**src/rtl/bin2bcd_seq.sv**
```systemverilog
// bin2bcd_seq: sequential double-dabble binary-to-BCD encoder with saturation
module bin2bcd_seq #(
  parameter int BIN_W   = 14,
  parameter int SAT_VAL = 9999
) (
  input  logic             clk_100MHz,
  input  logic             reset,
  input  logic [BIN_W-1:0] bin_in,
  input  logic             in_valid,
  output logic             in_ready,
  output logic [3:0]       ones,
  output logic [3:0]       tens,
  output logic [3:0]       hundreds,
  output logic [3:0]       thousands,
  output logic             out_valid,
  output logic             overflow,
  output logic             busy
);
  typedef enum logic {IDLE, SHIFT} state_t;
  state_t state, state_nx;
  logic [BIN_W-1:0] bin_sr;
  logic [15:0] bcd_sr, bcd_adj;
  logic [15+BIN_W:0] cat_nx;
  logic [4:0] iter;
  logic sat_pend, sat, accept, done;
  assign in_ready = state == IDLE;
  assign busy = !in_ready;
  assign accept = in_ready && in_valid;
  assign done = state == SHIFT && iter == 5'(BIN_W - 1);
  assign sat = 17'(bin_in) > 17'(SAT_VAL);
  assign cat_nx = {bcd_adj, bin_sr} << 1;
  // add 3 to every BCD nibble that would overflow past 9 when doubled
  always_comb begin
    bcd_adj = bcd_sr;
    for (int i = 0; i < 4; i++)
      bcd_adj[4*i+:4] = bcd_sr[4*i+:4] >= 4'd5 ? bcd_sr[4*i+:4] + 4'd3 : bcd_sr[4*i+:4];
  end
  // state register
  always_ff @(posedge clk_100MHz or posedge reset)
    if (reset) state <= IDLE;
    else state <= state_nx;
  // next state: leave IDLE on accept, return after the last shift
  always_comb begin
    state_nx = state;
    if (accept) state_nx = SHIFT;
    else if (done) state_nx = IDLE;
  end
  // shift datapath and registered result
  always_ff @(posedge clk_100MHz or posedge reset)
    if (reset) begin
      bin_sr    <= '0;
      bcd_sr    <= '0;
      iter      <= '0;
      sat_pend  <= 1'b0;
      ones      <= '0;
      tens      <= '0;
      hundreds  <= '0;
      thousands <= '0;
      overflow  <= 1'b0;
      out_valid <= 1'b0;
    end else begin
      out_valid <= done;
      if (accept) begin
        bin_sr   <= sat ? BIN_W'(SAT_VAL) : bin_in;
        sat_pend <= sat;
        bcd_sr   <= '0;
        iter     <= '0;
      end else if (state == SHIFT) begin
        bcd_sr <= cat_nx[15+BIN_W -: 16];
        bin_sr <= cat_nx[BIN_W-1:0];
        iter   <= iter + 5'd1;
        if (done) begin
          ones      <= cat_nx[BIN_W +: 4];
          tens      <= cat_nx[BIN_W+4 +: 4];
          hundreds  <= cat_nx[BIN_W+8 +: 4];
          thousands <= cat_nx[BIN_W+12 +: 4];
          overflow  <= sat_pend;
        end
      end
    end
endmodule
```
**config.mk**
```make
export PLATFORM = sky130hd
export DESIGN_NAME = bin2bcd_seq
export DESIGN_NICKNAME = d
export VERILOG_FILES = /design/src/rtl/bin2bcd_seq.sv
export SDC_FILE = /design/constraint.sdc
export NUM_CORES = 1
export LEC_CHECK = 0
export CAP_MARGIN = 25
export CORE_MARGIN = 3
export CORE_UTILIZATION = 49
export DETAILED_ROUTE_END_ITERATION = 12
export HOLD_SLACK_MARGIN = 0.15
export MAX_ROUTING_LAYER = met4
export PLACE_DENSITY = 0.76
export SLEW_MARGIN = 20
export SYNTH_ARGS = -nofsm -noshare
export SYNTH_HDL_FRONTEND = slang
export SYNTH_SLANG_ARGS = --single-unit
```
**constraint.sdc**
```tcl
create_clock -name clk_100MHz -period 1.75 [get_ports clk_100MHz]
set_input_delay 0.4375 -clock clk_100MHz [delete_from_list [all_inputs] [get_ports clk_100MHz]]
set_output_delay 0.4375 -clock clk_100MHz [all_outputs]
set_load 0.05 [all_outputs]
```
# --- Word level (Yosys, flattened, before mapping) ---
# Index checks and enable logic that the tools add are counted.
word_totals:
  register_bits: 55
  latch_bits: 0
  ram_bits: 0
  mem_bits_ro: 0
  in_bits: 17
  output_inout_bits: 20
  wordCells: 42
  memories: 0
classes:
  add_sub_neg: 5
  n_mul: 0
  n_div: 0
  order_cmp: 5
  eq_ne: 1
  shifts: 0
  n_mux: 13
  bitwise: 2
  reduce_logical: 5
op_table:
  columns: ["cell", "n"]
  rows:
  - ["14-bit 2-to-1 mux", 3]
  - ["16-bit 2-to-1 mux", 2]
  - ["4-bit by 3-bit >= comparator with 1-bit output, second input constant", 4]
  - ["14-bit > comparator, second input constant", 1]
  - ["4-bit by 2-bit adder with 4-bit output, second input constant", 3]
  - ["4-bit 2-to-1 mux", 3]
  - ["5-bit 2-to-1 mux", 2]
  - ["5-bit by 1-bit adder with 5-bit output, second input constant", 1]
  - ["5-bit by 4-bit == test with 1-bit output, second input constant", 1]
  - ["2-bit nonzero test", 2]
  - ["3-bit by 2-bit adder with 3-bit output, second input constant", 1]
  - ["3-bit 2-to-1 mux", 1]
  - ["3-bit AND reduction", 1]
  - ["1-bit logical AND", 2]
  - ["1-bit 2-to-1 mux", 2]
  - ["1-bit inverter", 2]

# --- Depth between registers and ports, before layout ---
# Gate-level depths: netlist of the first run.
logic_depth:
  depth_word: 4
  depth_mapped: 9
  depth_no_buf: 7

# --- Worst setup path before layout of the first run ---
# No wires, ideal clock.
synth_path:
  path_type: "reg-to-output"
  startpoint: "register state, in the netlist busy"
  endpoint: "output in_ready"
  arrival_time_ns: 1.564
  slack_ns: -0.251
  stages_incl_launch_ff: 4
  path_cell_list: "dfrtp_1 > buf_2 > inv_1 > clkbuf_1"
synth_via:
  elab_chain_cells: 1
synth_lines:
  columns: ["item", "line_no", "source"]
  rows:
  - ["start, declared", "20", "state_t state, state_nx;"]
  - ["start signal, assigned", "41", "else state <= state_nx;"]
  - ["1-bit inverter", "26", "assign in_ready = state == IDLE;"]
  - ["end, declared", "10", "output logic in_ready,"]
# Every way passes these cells.

# --- Worst setup path after layout of the first run ---
layout_path:
  startpoint: "input bin_in[6]"
  endpoint: "register bin_sr[3]"
layout_via:
  elab_chain_cells: 3
layout_lines:
  columns: ["item", "line_no", "source"]
  rows:
  - ["start, declared", "8", "input logic [BIN_W-1:0] bin_in,"]
  - ["14-bit > comparator", "30", "assign sat = 17'(bin_in) > 17'(SAT_VAL);"]
  - ["14-bit 2-to-1 mux", "64", "bin_sr <= sat ? BIN_W'(SAT_VAL) : bin_in;"]
  - ["14-bit 2-to-1 mux", "63", "if (accept) begin"]
  - ["end signal, assigned", "64", null]
  - ["end signal, assigned", "70", "bin_sr <= cat_nx[BIN_W-1:0];"]
  - ["end, declared", "21", "logic [BIN_W-1:0] bin_sr;"]
# Every way passes these cells.
# A chain may end at the register's enable or synchronous reset.

==> run metrics, run 1 <==
Synth area leaders dfrtp_1 53%, o21ai_0 5.8%, nand2_1 5.6%; diodes inserted 0; Critical Path Fanout Max 4; top_reg_cell synth dfrtp_1; Max Cap Violations 0; Hold WC Path Type input pin to async pin; total nets after synthesis 272; TritonCTS Buffers 5; final worst-path cycle share 0.914; Worst setup SP type input pin; final period demand of the worst path 1600 ps; crit path DAT 1790 ps; RePlAce Congestion 0.797; DR vias 1935; Mapped Area 0.00260 mm^2; Final TNS setup 0 ps; CTS tree done; Clk Latency, worst-skew pair 300 ps; number of synthesized flops with an enable pin 0; clk slew on worst S/H paths 90 ps; share of layout cells above drive strength 1 0.197; Routed Antenna Nets 0; unrepaired setup endpoints after global routing false; Sink Count 55; Peak Freq 625 MHz; Vias/cell 5.36; fin nets 322; core region area 0.00491 mm^2; Worst Tran Pin Value 384 ps; VDD IR max 0.000801 V; Mean Syn Cell Area 10.6 um^2; number of antenna violations at the first check in global routing 0; #FFs+latches synth 55; Initial DRT Pass Iterations 4; Rows 25; vias in the first global route 1873; first-pass GRT wire length 8740 um; Yosys warnings 0; H-tree depth 2; Top-Level Pins 37; number of DRC markers in iteration 0 80; kind of critical path input pin to flop; DR DRC count 0; CTS Buffer Depth 2; GRT Util Overall 0.182; WL final 5100 um; crit end category flop; Clock Skew 5.34 ps; P&R area growth vs syn 22.2%; status complete, no violations; post-synth top area cell dfrtp_1; top-count cell post-synth dfrtp_1; die area 0.00622 mm^2; Post-synth top cells 55 x dfrtp_1, 39 x nand2_1, 30 x o21ai_0, 11 x inv_1; per-cell routed wire length 14.1 um; final core utilization 0.647; starting density of the core 0.530; Synth Instances 245; dpl cells 355; setup violators final 0; sequential-to-total area share from yosys stat 0.529; asr flop ratio synth 1.00; hold_buf cts 0; fin. max-slew vios 0; Rel. slew slack 0.741; Worst EP required 1940 ps; count of final hold-check violations 0; Port Buf Inserts 36; Post-Layout Cell Count 361; GRT overflow 0; clk root buf clkbuf_8; pin count of the biggest net entering global routing 34; Die Ht 78.9 um; unique cell type count in the Yosys netlist 35; die width 78.9 um; Tot Pwr 5.76 mW; Final HPWL DP 3720 um; Yosys top cell area share 0.529; Static Leak 1.48 nW; P per Cell Area 1810 mW/mm^2
power by group:
group / internal (mW) / switching (mW)
combinational: 1.21 / 1.68
clock: 0.268 / 0.366
sequential: 1.83 / 0.407
critical path: stages:
cell and delay [ps]:
clkdlybuf4s50_1 420, o41ai_1 450, nand3_1 220, o221a_2 270
state kept, by name (all words and copies together) (netlist names):
name / count
tens: 4
sat_pend: 1
thousands: 4
bin_sr: 14
ones: 4
bcd_sr: 16
out_valid: 1
iter: 5
hundreds: 4
overflow: 1
busy: 1
layer usage:
metal | part of all wire | GRT usage
met5 | 0 | -
met4 | 0.0049 | 0.0361
met3 | 0.036 | 0.0454
met2 | 0.48 | 0.302
met1 | 0.47 | 0.231
final cells by class:
class,instances,area [um^2]
Clock buffer,6,72.6
Fill cell,407,1730
Inverter,12,53.8
Multi-Input combinational cell,167,1110
Sequential cell,55,1380
Tap cell,67,83.8
Timing Repair Buffer,54,483
worst paths after layout:
| path | startpoint | end | slack (ps) | cells after the start |
|---|---|---|---|---|
| min in group clk_100MHz | bin_sr[12] | bin_sr[13] | 480 | 2 |
| max in group asynchronous | reset | bin_sr[8] | 840 | 3 |
| max reg2reg | iter[1] | tens[3] | 150 | 6 |
| min reg2reg | bin_sr[12] | bin_sr[13] | 480 | 2 |
| max | bin_in[6] | bin_sr[3] | 150 | 4 |
| min | reset | iter[2] | 450 | 2 |
metrics by stage:
step	hold slack [ps]	instance area [um^2]	worst slack (ps)
after detailed placement	455	3100	-182
after global routing	470	3180	18.9
final	452	3180	150
after global placement	454	3100	-140
after CTS	457	3170	117
after floorplan	438	2610	-0.915
layout by cell type (no fill, tap or decap), types with 4 or more instances in the layout:
master | Yosys | routed
a21oi_1 | 10 | 9
a221o_1 | 4 | 4
a22o_1 | 8 | 8
buf_4 | 0 | 35
clkbuf_8 | 0 | 5
clkdlybuf4s50_1 | 0 | 16
dfrtp_1 | 55 | 55
ha_1 | 10 | 10
inv_1 | 11 | 10
mux2_4 | 6 | 6
mux2i_1 | 5 | 5
nand2_1 | 39 | 39
nand2b_1 | 4 | 4
nor2_1 | 6 | 6
nor2b_1 | 4 | 4
nor3b_1 | 9 | 9
o21ai_0 | 30 | 30
or3_1 | 5 | 5
xnor2_1 | 5 | 5
kinds of logic after synthesis:
family	synth area share
and+or+nand+nor	0.143
AOI/OAI and AO/OA	0.151
DFF	0.529
buffers and inverters	0.0462
muxes	0.0625
adders and majority gates	0.0481
xor gates and xnor gates	0.0202
timing repair:
item	in CTS	in global routing
setup endpoints to repair	0	2
setup buffers	0	0
gates resized for setup	0	1
No activity file was read; power rests on OpenSTA's default activity.
==> run 2: changes to the inputs <==
- SLEW_MARGIN: 20 -> unset
==> results of run 2 <==
The final DEF is identical to that of run 1; final timing and power are the same.
